`src/rtl/exp7_unidade_controle_pkg.sv`:
```
// Shared definitions for the Genius-style game control unit: state codes,
// the control-output bundle and the Moore output decode.
package exp7_unidade_controle_pkg;

  typedef enum logic [3:0] {
    INICIAL        = 4'h0,
    PREPARA        = 4'h1,
    INICIA_RODADA  = 4'h2,
    ESPERA         = 4'h3,
    REGISTRA       = 4'h4,
    COMPARA        = 4'h5,
    PROXIMA_JOGADA = 4'h6,
    PROXIMA_RODADA = 4'h7,
    FIM_ACERTO     = 4'hA,
    FIM_TIMEOUT    = 4'hD,
    FIM_ERRO       = 4'hE
  } estado_t;

  typedef struct packed {
    logic zeraE;
    logic contaE;
    logic zeraL;
    logic contaL;
    logic zeraR;
    logic registraR;
    logic zeraT;
    logic contaT;
    logic pronto;
    logic ganhou;
    logic perdeu;
    logic db_timeout;
  } saidas_t;

  localparam saidas_t SAIDAS_NULAS = saidas_t'(12'h000);

  // Moore decode: the control word asserted while sitting in state e.
  function automatic saidas_t decodifica(input estado_t e);
    saidas_t s;
    s = SAIDAS_NULAS;
    case (e)
      INICIAL: begin
        s = SAIDAS_NULAS;
      end
      PREPARA: begin
        s.zeraE = 1'b1;
        s.zeraL = 1'b1;
        s.zeraR = 1'b1;
        s.zeraT = 1'b1;
      end
      INICIA_RODADA: begin
        s.zeraE = 1'b1;
        s.zeraT = 1'b1;
      end
      ESPERA: begin
        s.contaT = 1'b1;
      end
      REGISTRA: begin
        s.registraR = 1'b1;
      end
      COMPARA: begin
        s = SAIDAS_NULAS;
      end
      PROXIMA_JOGADA: begin
        s.contaE = 1'b1;
        s.zeraT  = 1'b1;
      end
      PROXIMA_RODADA: begin
        s.contaL = 1'b1;
      end
      FIM_ACERTO: begin
        s.pronto = 1'b1;
        s.ganhou = 1'b1;
      end
      FIM_TIMEOUT: begin
        s.pronto     = 1'b1;
        s.perdeu     = 1'b1;
        s.db_timeout = 1'b1;
      end
      FIM_ERRO: begin
        s.pronto = 1'b1;
        s.perdeu = 1'b1;
      end
      default: begin
        s = SAIDAS_NULAS;
      end
    endcase
    return s;
  endfunction

endpackage

```
`src/rtl/exp7_unidade_controle_if.sv`:
```
// Status/control bundle between the game datapath (master) and the
// control unit (slave).
interface exp7_unidade_controle_if;

  logic       iniciar;
  logic       jogada;
  logic       igual;
  logic       fimE;
  logic       fimL;
  logic       timeout;

  logic       zeraE;
  logic       contaE;
  logic       zeraL;
  logic       contaL;
  logic       zeraR;
  logic       registraR;
  logic       zeraT;
  logic       contaT;
  logic       pronto;
  logic       ganhou;
  logic       perdeu;
  logic       db_timeout;
  logic [3:0] db_estado;

  modport slave (
    input  iniciar, jogada, igual, fimE, fimL, timeout,
    output zeraE, contaE, zeraL, contaL, zeraR, registraR, zeraT, contaT,
    output pronto, ganhou, perdeu, db_timeout, db_estado
  );

  modport master (
    output iniciar, jogada, igual, fimE, fimL, timeout,
    input  zeraE, contaE, zeraL, contaL, zeraR, registraR, zeraT, contaT,
    input  pronto, ganhou, perdeu, db_timeout, db_estado
  );

endinterface

```
`src/rtl/exp7_unidade_controle.sv`:
```
// Control unit for the memory game: Moore FSM sequencing rounds, plays,
// comparison and the won / lost-by-error / lost-by-timeout endings.
module exp7_unidade_controle
  import exp7_unidade_controle_pkg::*;
(
  input  logic                          clock,
  input  logic                          reset,
  exp7_unidade_controle_if.slave        uc
);

  estado_t estado_q;
  estado_t estado_d;
  saidas_t saidas_q;
  saidas_t saidas_d;

  // Next-state logic
  always_comb begin
    estado_d = estado_q;
    case (estado_q)
      INICIAL: begin
        if (uc.iniciar) estado_d = PREPARA;
        else            estado_d = INICIAL;
      end
      PREPARA: begin
        estado_d = INICIA_RODADA;
      end
      INICIA_RODADA: begin
        estado_d = ESPERA;
      end
      ESPERA: begin
        // A key press wins over a simultaneous timeout.
        if (uc.jogada)       estado_d = REGISTRA;
        else if (uc.timeout) estado_d = FIM_TIMEOUT;
        else                 estado_d = ESPERA;
      end
      REGISTRA: begin
        estado_d = COMPARA;
      end
      COMPARA: begin
        if (!uc.igual)                estado_d = FIM_ERRO;
        else if (uc.fimE && uc.fimL)  estado_d = FIM_ACERTO;
        else if (uc.fimE)             estado_d = PROXIMA_RODADA;
        else                          estado_d = PROXIMA_JOGADA;
      end
      PROXIMA_JOGADA: begin
        estado_d = ESPERA;
      end
      PROXIMA_RODADA: begin
        estado_d = INICIA_RODADA;
      end
      FIM_ACERTO, FIM_TIMEOUT, FIM_ERRO: begin
        if (uc.iniciar) estado_d = PREPARA;
        else            estado_d = estado_q;
      end
      default: begin
        estado_d = INICIAL;
      end
    endcase
  end

  // Outputs are decoded from the next state so the output flops always
  // mirror the state register, keeping them glitch-free and input-independent.
  always_comb begin
    saidas_d = decodifica(estado_d);
  end

  // State and output registers
  always_ff @(posedge clock or posedge reset) begin
    if (reset) begin
      estado_q <= INICIAL;
      saidas_q <= SAIDAS_NULAS;
    end else begin
      estado_q <= estado_d;
      saidas_q <= saidas_d;
    end
  end

  assign uc.zeraE      = saidas_q.zeraE;
  assign uc.contaE     = saidas_q.contaE;
  assign uc.zeraL      = saidas_q.zeraL;
  assign uc.contaL     = saidas_q.contaL;
  assign uc.zeraR      = saidas_q.zeraR;
  assign uc.registraR  = saidas_q.registraR;
  assign uc.zeraT      = saidas_q.zeraT;
  assign uc.contaT     = saidas_q.contaT;
  assign uc.pronto     = saidas_q.pronto;
  assign uc.ganhou     = saidas_q.ganhou;
  assign uc.perdeu     = saidas_q.perdeu;
  assign uc.db_timeout = saidas_q.db_timeout;
  assign uc.db_estado  = estado_q;

endmodule

```
`src/flat_wrapper.sv`:
```
// flat-port wrapper written by rule: the top's interface ports become plain ports
module exp7_unidade_controle_flat import exp7_unidade_controle_pkg::*;
  (clock, reset, uc_iniciar, uc_jogada, uc_igual, uc_fimE, uc_fimL, uc_timeout, uc_zeraE, uc_contaE, uc_zeraL, uc_contaL, uc_zeraR, uc_registraR, uc_zeraT, uc_contaT, uc_pronto, uc_ganhou, uc_perdeu, uc_db_timeout, uc_db_estado);
  exp7_unidade_controle_if uc_i ();
  input  logic clock;
  input  logic reset;
  input wire logic [$bits(uc_i.iniciar)-1:0] uc_iniciar;
  input wire logic [$bits(uc_i.jogada)-1:0] uc_jogada;
  input wire logic [$bits(uc_i.igual)-1:0] uc_igual;
  input wire logic [$bits(uc_i.fimE)-1:0] uc_fimE;
  input wire logic [$bits(uc_i.fimL)-1:0] uc_fimL;
  input wire logic [$bits(uc_i.timeout)-1:0] uc_timeout;
  output wire logic [$bits(uc_i.zeraE)-1:0] uc_zeraE;
  output wire logic [$bits(uc_i.contaE)-1:0] uc_contaE;
  output wire logic [$bits(uc_i.zeraL)-1:0] uc_zeraL;
  output wire logic [$bits(uc_i.contaL)-1:0] uc_contaL;
  output wire logic [$bits(uc_i.zeraR)-1:0] uc_zeraR;
  output wire logic [$bits(uc_i.registraR)-1:0] uc_registraR;
  output wire logic [$bits(uc_i.zeraT)-1:0] uc_zeraT;
  output wire logic [$bits(uc_i.contaT)-1:0] uc_contaT;
  output wire logic [$bits(uc_i.pronto)-1:0] uc_pronto;
  output wire logic [$bits(uc_i.ganhou)-1:0] uc_ganhou;
  output wire logic [$bits(uc_i.perdeu)-1:0] uc_perdeu;
  output wire logic [$bits(uc_i.db_timeout)-1:0] uc_db_timeout;
  output wire logic [$bits(uc_i.db_estado)-1:0] uc_db_estado;
  assign uc_i.iniciar = uc_iniciar;
  assign uc_i.jogada = uc_jogada;
  assign uc_i.igual = uc_igual;
  assign uc_i.fimE = uc_fimE;
  assign uc_i.fimL = uc_fimL;
  assign uc_i.timeout = uc_timeout;
  assign uc_zeraE = uc_i.zeraE;
  assign uc_contaE = uc_i.contaE;
  assign uc_zeraL = uc_i.zeraL;
  assign uc_contaL = uc_i.contaL;
  assign uc_zeraR = uc_i.zeraR;
  assign uc_registraR = uc_i.registraR;
  assign uc_zeraT = uc_i.zeraT;
  assign uc_contaT = uc_i.contaT;
  assign uc_pronto = uc_i.pronto;
  assign uc_ganhou = uc_i.ganhou;
  assign uc_perdeu = uc_i.perdeu;
  assign uc_db_timeout = uc_i.db_timeout;
  assign uc_db_estado = uc_i.db_estado;
  exp7_unidade_controle u_core (.clock(clock), .reset(reset), .uc(uc_i));
endmodule
```
`config.mk`:
```
export PLATFORM = sky130hd
export DESIGN_NAME = exp7_unidade_controle_flat
export DESIGN_NICKNAME = d
export VERILOG_FILES = /design/src/rtl/exp7_unidade_controle_pkg.sv /design/src/rtl/exp7_unidade_controle_if.sv /design/src/rtl/exp7_unidade_controle.sv /design/src/flat_wrapper.sv
export SDC_FILE = /design/constraint.sdc
export NUM_CORES = 1
export LEC_CHECK = 0
export ABC_AREA = 1
export CAP_MARGIN = 25
export CORE_MARGIN = 2
export CORE_UTILIZATION = 25
export DETAILED_ROUTE_END_ITERATION = 12
export PLACE_DENSITY = 0.45
export REMOVE_ABC_BUFFERS = 1
export SKIP_LAST_GASP = 1
export SYNTH_ARGS = -nofsm -noshare
export SYNTH_HDL_FRONTEND = slang
export SYNTH_SLANG_ARGS = --single-unit
```
`constraint.sdc`:
```
create_clock -name clock -period 1.97 [get_ports clock]
set_clock_uncertainty 0.05 [all_clocks]
set_input_delay 0.4925 -clock clock [delete_from_list [all_inputs] [get_ports clock]]
set_output_delay 0.4925 -clock clock [all_outputs]
set_load 0.005 [all_outputs]
```
[Word level (Yosys, flattened, before mapping)]
Index checks and enable logic that the tools add are counted.
Operators by class
  eq/ne operators: 19
  muxes and demuxes: 19
  reduce and logical (&&, ||, !) cells: 9
Operators with widths (number)
  equality test 4 x 3 -> 1 bit (second input constant): 7
  case mux 4 bit (7 select lines): 1
  equality test 4 bit (second input constant): 6
  2-to-1 mux 4 bit: 5
  equality test 4 x 2 -> 1 bit (second input constant): 4
  2-to-1 mux 1 bit: 13
  OR reduction 3 bit: 3
  equality test 4 x 1 -> 1 bit (second input constant): 2
  OR reduction 2 bit: 4
  logical NOT 4 bit: 1
  logical AND 1 bit: 1
Word-level totals
  bits in registers: 15
  input bits: 8
  output and inout bits: 16
  word-level logic and storage cells: 59

[Logic depth before layout (Yosys ltp)]
  word-level depth: 7
  depth in mapped cells: 12
  mapped depth without buffers: 12

[Least setup slack after synthesis]
Ideal clock, no wire load.
  path kind: register to register
  start: register u_core.estado_q[3], in the netlist u_core.uc.db_estado[3]
  end: register u_core.saidas_q (netlist bit u_core.uc.zeraT)
  setup time: 118 ps
  arrival: 1238 ps
  required time: 1802 ps
  path slack: 564 ps
  stages on the path, launching flop included: 12
  period minus slack after synthesis: 1406 ps
  cells stage by stage: dfrtp_1 -> buf_4 -> nor2_2 -> nand3_2 -> inv_2 -> nand2_1 -> nand2_2 -> nor2_8 -> nand2_2 -> inv_1 -> nand2_1 -> nand2_1
RTL lines
  start, declared: line exp7_unidade_controle.sv:11  | estado_t estado_q;
  start signal, assigned: line exp7_unidade_controle.sv:73  | estado_q <= estado_d;
  end signal, assigned: line exp7_unidade_controle.sv:74  | saidas_q <= saidas_d;
  end, declared: line exp7_unidade_controle.sv:13  | saidas_t saidas_q;

[Final worst setup path]
  start: register u_core.estado_q[1], in the netlist u_core.uc.db_estado[1]
  end: output uc_db_estado[1]
RTL lines
  end, declared: line flat_wrapper.sv:25  | output wire logic [$bits(uc_i.db_estado)-1:0] uc_db_estado;
No word-level cell between the ends.

==> flow_metrics.env <==
export IMPL_status="complete, no violations"
export IMPL_dieArea_um2=4020
export IMPL_ys_seq_area_frac=0.4255
export IMPL_antennaDiodeCount=0
export IMPL_setup_violations=0
export IMPL_syn2layout_area_growth_pct=34.89
export IMPL_crit_fanout=7
export IMPL_ys_ff_latch=15
export IMPL_synthTopCellsByArea="dfrtp_1 (43%), nand2_1 (13%), nor2_1 (7.2%)"
export IMPL_place_ws_ns=0.01394
export IMPL_worstSetupEndpointType="primary output"
export IMPL_root_buffer="clkbuf_4"
export IMPL_syn_area_um2=882.1
export IMPL_cp_arrival_ns=1.37
export IMPL_synth_commonest_cells="nand2_1 (31), nor2_1 (17), dfrtp_1 (15)"
export IMPL_avgSynthCellArea_um2=7.539
export IMPL_comb_power_share=0.582
export IMPL_worst_ir_drop_vdd_mv=0.4527
export IMPL_p_leak_uw=0.0006244
export IMPL_vias=758
export IMPL_switching_share=0.4496
export IMPL_post_route_util=0.3538
export IMPL_wire_per_inst_um=9.857
export IMPL_hpwl_um=1486
export IMPL_final_setup_tns_ns=0
export IMPL_grt_max_degree=16
export IMPL_dieHeight_um=63.40
export IMPL_htree_levels=1
export IMPL_finalHoldViolCount=0
export IMPL_rsz0062_at_grt="false"
export IMPL_io_pins=24
export IMPL_grt_antenna_before_repair=0
export IMPL_fmax_mhz=522.9
export IMPL_grt_pass1_wl_um=3256
export IMPL_post_route_period_util=0.9708
export IMPL_tightest_slew_ns=0.5614
export IMPL_path_cells="clkdlybuf4s50_1"
export IMPL_whs_ns=0.5127
export IMPL_ant_nets=0
export IMPL_clock_latency_ns=0.27
export IMPL_critPathSlowestCell="clkdlybuf4s50_1"
export IMPL_synth_cell_types=20
export IMPL_cts_hold_buf=0
export IMPL_p_seq_frac=0.315
export IMPL_cp_start_kind="register"
export IMPL_synth_top_cell_by_area="dfrtp_1"
export IMPL_drv_cap=0
export IMPL_core_area_um2=3363
export IMPL_syn_inst=117
export IMPL_route_final_wire_length_um=1863
export IMPL_power_switching_uw=742.3
export IMPL_p_per_area_nw_per_um2=1388
export IMPL_path_class="register to primary output"
export IMPL_grt_overflow_total=0
export IMPL_cts_buffers=3
export IMPL_vias_per_cell=4.011
export IMPL_die_w_um=63.40
export IMPL_hold_path_class="input port to async pin"
export IMPL_fillers=385
export IMPL_cts_buffer_depth=2
export IMPL_clkPwrFrac=0.103
export IMPL_yosysWarnings=0
export IMPL_power_internal_uw=908.9
export IMPL_async_flop_share=1.000
export IMPL_route_detailed_drc=0
export IMPL_path_buf_inv=1
export IMPL_cts_sinks=15
export IMPL_drive_gt1_frac=0.2238
export IMPL_synth_top_area_share=0.4255
export IMPL_grtUsageTotal=0.1027
export IMPL_crit_family="buffers and inverters"
export IMPL_start_util=0.2623
export IMPL_dr_pass1_iters=4
export IMPL_fin_nets=152
export IMPL_drt_iter0_drc=20
export IMPL_clkTransAtPathRegs_ns=0.08
export IMPL_gp_congestion=0.8677
export IMPL_grt_pass1_vias=738
export IMPL_final_max_slew_viol_count=0
export IMPL_portBuffers=23
export IMPL_slew_headroom=0.6253
export IMPL_rows=21
export IMPL_critPathRequiredTime_ns=1.43
export IMPL_period_minus_slack_ns=1.913
export IMPL_synth_most_common_cell="nand2_1"
export IMPL_synth_edff_count=0
export IMPL_crit_path_max_incr_delay_ns=0.56
export IMPL_synth_main_ff_cell="dfrtp_1"
export IMPL_setup_ws_ns=0.05749
export IMPL_cts_tree="yes"
logic make-up (layout without fill, tap and decap cells):
| kind of cell | after synthesis | count (layout) | synth area share |
|---|---|---|---|
| DFF | 15 | 15 | 0.4255 |
| buffers and inverters | 24 | 50 | 0.1121 |
| AOI/OAI and AO/OA | 2 | 2 | 0.01418 |
| and+or+nand+nor | 76 | 76 | 0.4482 |
layout make-up:
cell class	instances	area, um^2	area share
flip-flops and latches	15	376.6	0.3165
well taps	46	57.56	0.04837
multi-input cells	78	407.9	0.3428
repair buffers	24	237.7	0.1998
clock buffers	4	26.28	0.02208
inverters	22	83.83	0.07045
routing by layer:
metal  vias to the layer above  share of wire  GRT usage
met5                         -              0          0
met4                         0         0.0075    0.01902
met3                         2          0.027    0.03214
met2                        15           0.47     0.1763
met1                       336           0.50     0.1271
li1                        405              -          -
timing repair:
| item | in CTS | in global routing |
|---|---|---|
| resized for setup | 1 | 0 |
| setup buffers | 0 | 0 |
| endpoints found under the setup margin | 1 | 0 |
cells in the final DEF (no fill, tap or decap):
cell type / synthesis / final
dfrtp_1: 15 / 14
nand3_1: 6 / 6
inv_1: 13 / 13
nand2_4: 3 / 3
nor3_2: 1 / 1
clkinv_2: 1 / 1
nand3b_1: 1 / 1
nor2_8: 1 / 1
nor3_1: 1 / 1
nor2_1: 17 / 17
buf_4: 2 / 1
clkbuf_4: 0 / 3
clkinv_1: 1 / 1
clkdlybuf4s50_1: 0 / 23
nand2_2: 5 / 5
o211ai_1: 1 / 1
nand3_2: 4 / 4
nor2_2: 5 / 5
nand4_1: 1 / 1
clkbuf_1: 0 / 1
nand2_1: 31 / 31
dfrtp_2: 0 / 1
o21ai_0: 1 / 1
inv_2: 7 / 7
power by group through the flow:
stage               Sequential (uW)  Combinational (uW)  Clock, uW
floorplan                       512                 624          0
global placement                527                 972          0
detailed placement              523                 972          0
CTS                             518                 977        183
global route                    530                1090        192
finish                          520                 962        169
registers in the layout, indices dropped and copies added, names as in the netlist:
register and flops:
u_core.uc.contaE 1, u_core.uc.contaL 1, u_core.uc.contaT 1, u_core.uc.db_estado 4
u_core.uc.db_timeout 1, u_core.uc.ganhou 1, u_core.uc.perdeu 1, u_core.uc.pronto 1
u_core.uc.registraR 1, u_core.uc.zeraE 1, u_core.uc.zeraL 1, u_core.uc.zeraT 1
per-stage QoR:
step	total power, uW	cells	cell area (um^2)
after detailed placement	1495	185	1162
final	1651	189	1190
after global placement	1499	185	1162
after global routing	1812	189	1190
after floorplan	1136	115	867.1
after CTS	1679	189	1190
worst paths after layout:
kind	startpoint	endpoint	slack (ns)	cells past startpoint
max	u_core.uc.db_estado[1]$_DFF_PP0_	uc_db_estado[1]	0.06	1
min reg2reg	u_core.uc.db_estado[3]$_DFF_PP0_	u_core.uc.contaL$_DFF_PP0_	0.68	3
max in group asynchronous	reset	u_core.uc.db_estado[3]$_DFF_PP0_	0.96	2
max reg2reg	u_core.uc.db_estado[1]$_DFF_PP0_	u_core.uc.zeraT$_DFF_PP0_	0.40	10
min in group clock	u_core.uc.db_estado[3]$_DFF_PP0_	u_core.uc.contaL$_DFF_PP0_	0.68	3
min	reset	u_core.uc.pronto$_DFF_PP0_	0.51	2
No activity file was read; power rests on OpenSTA's default activity.
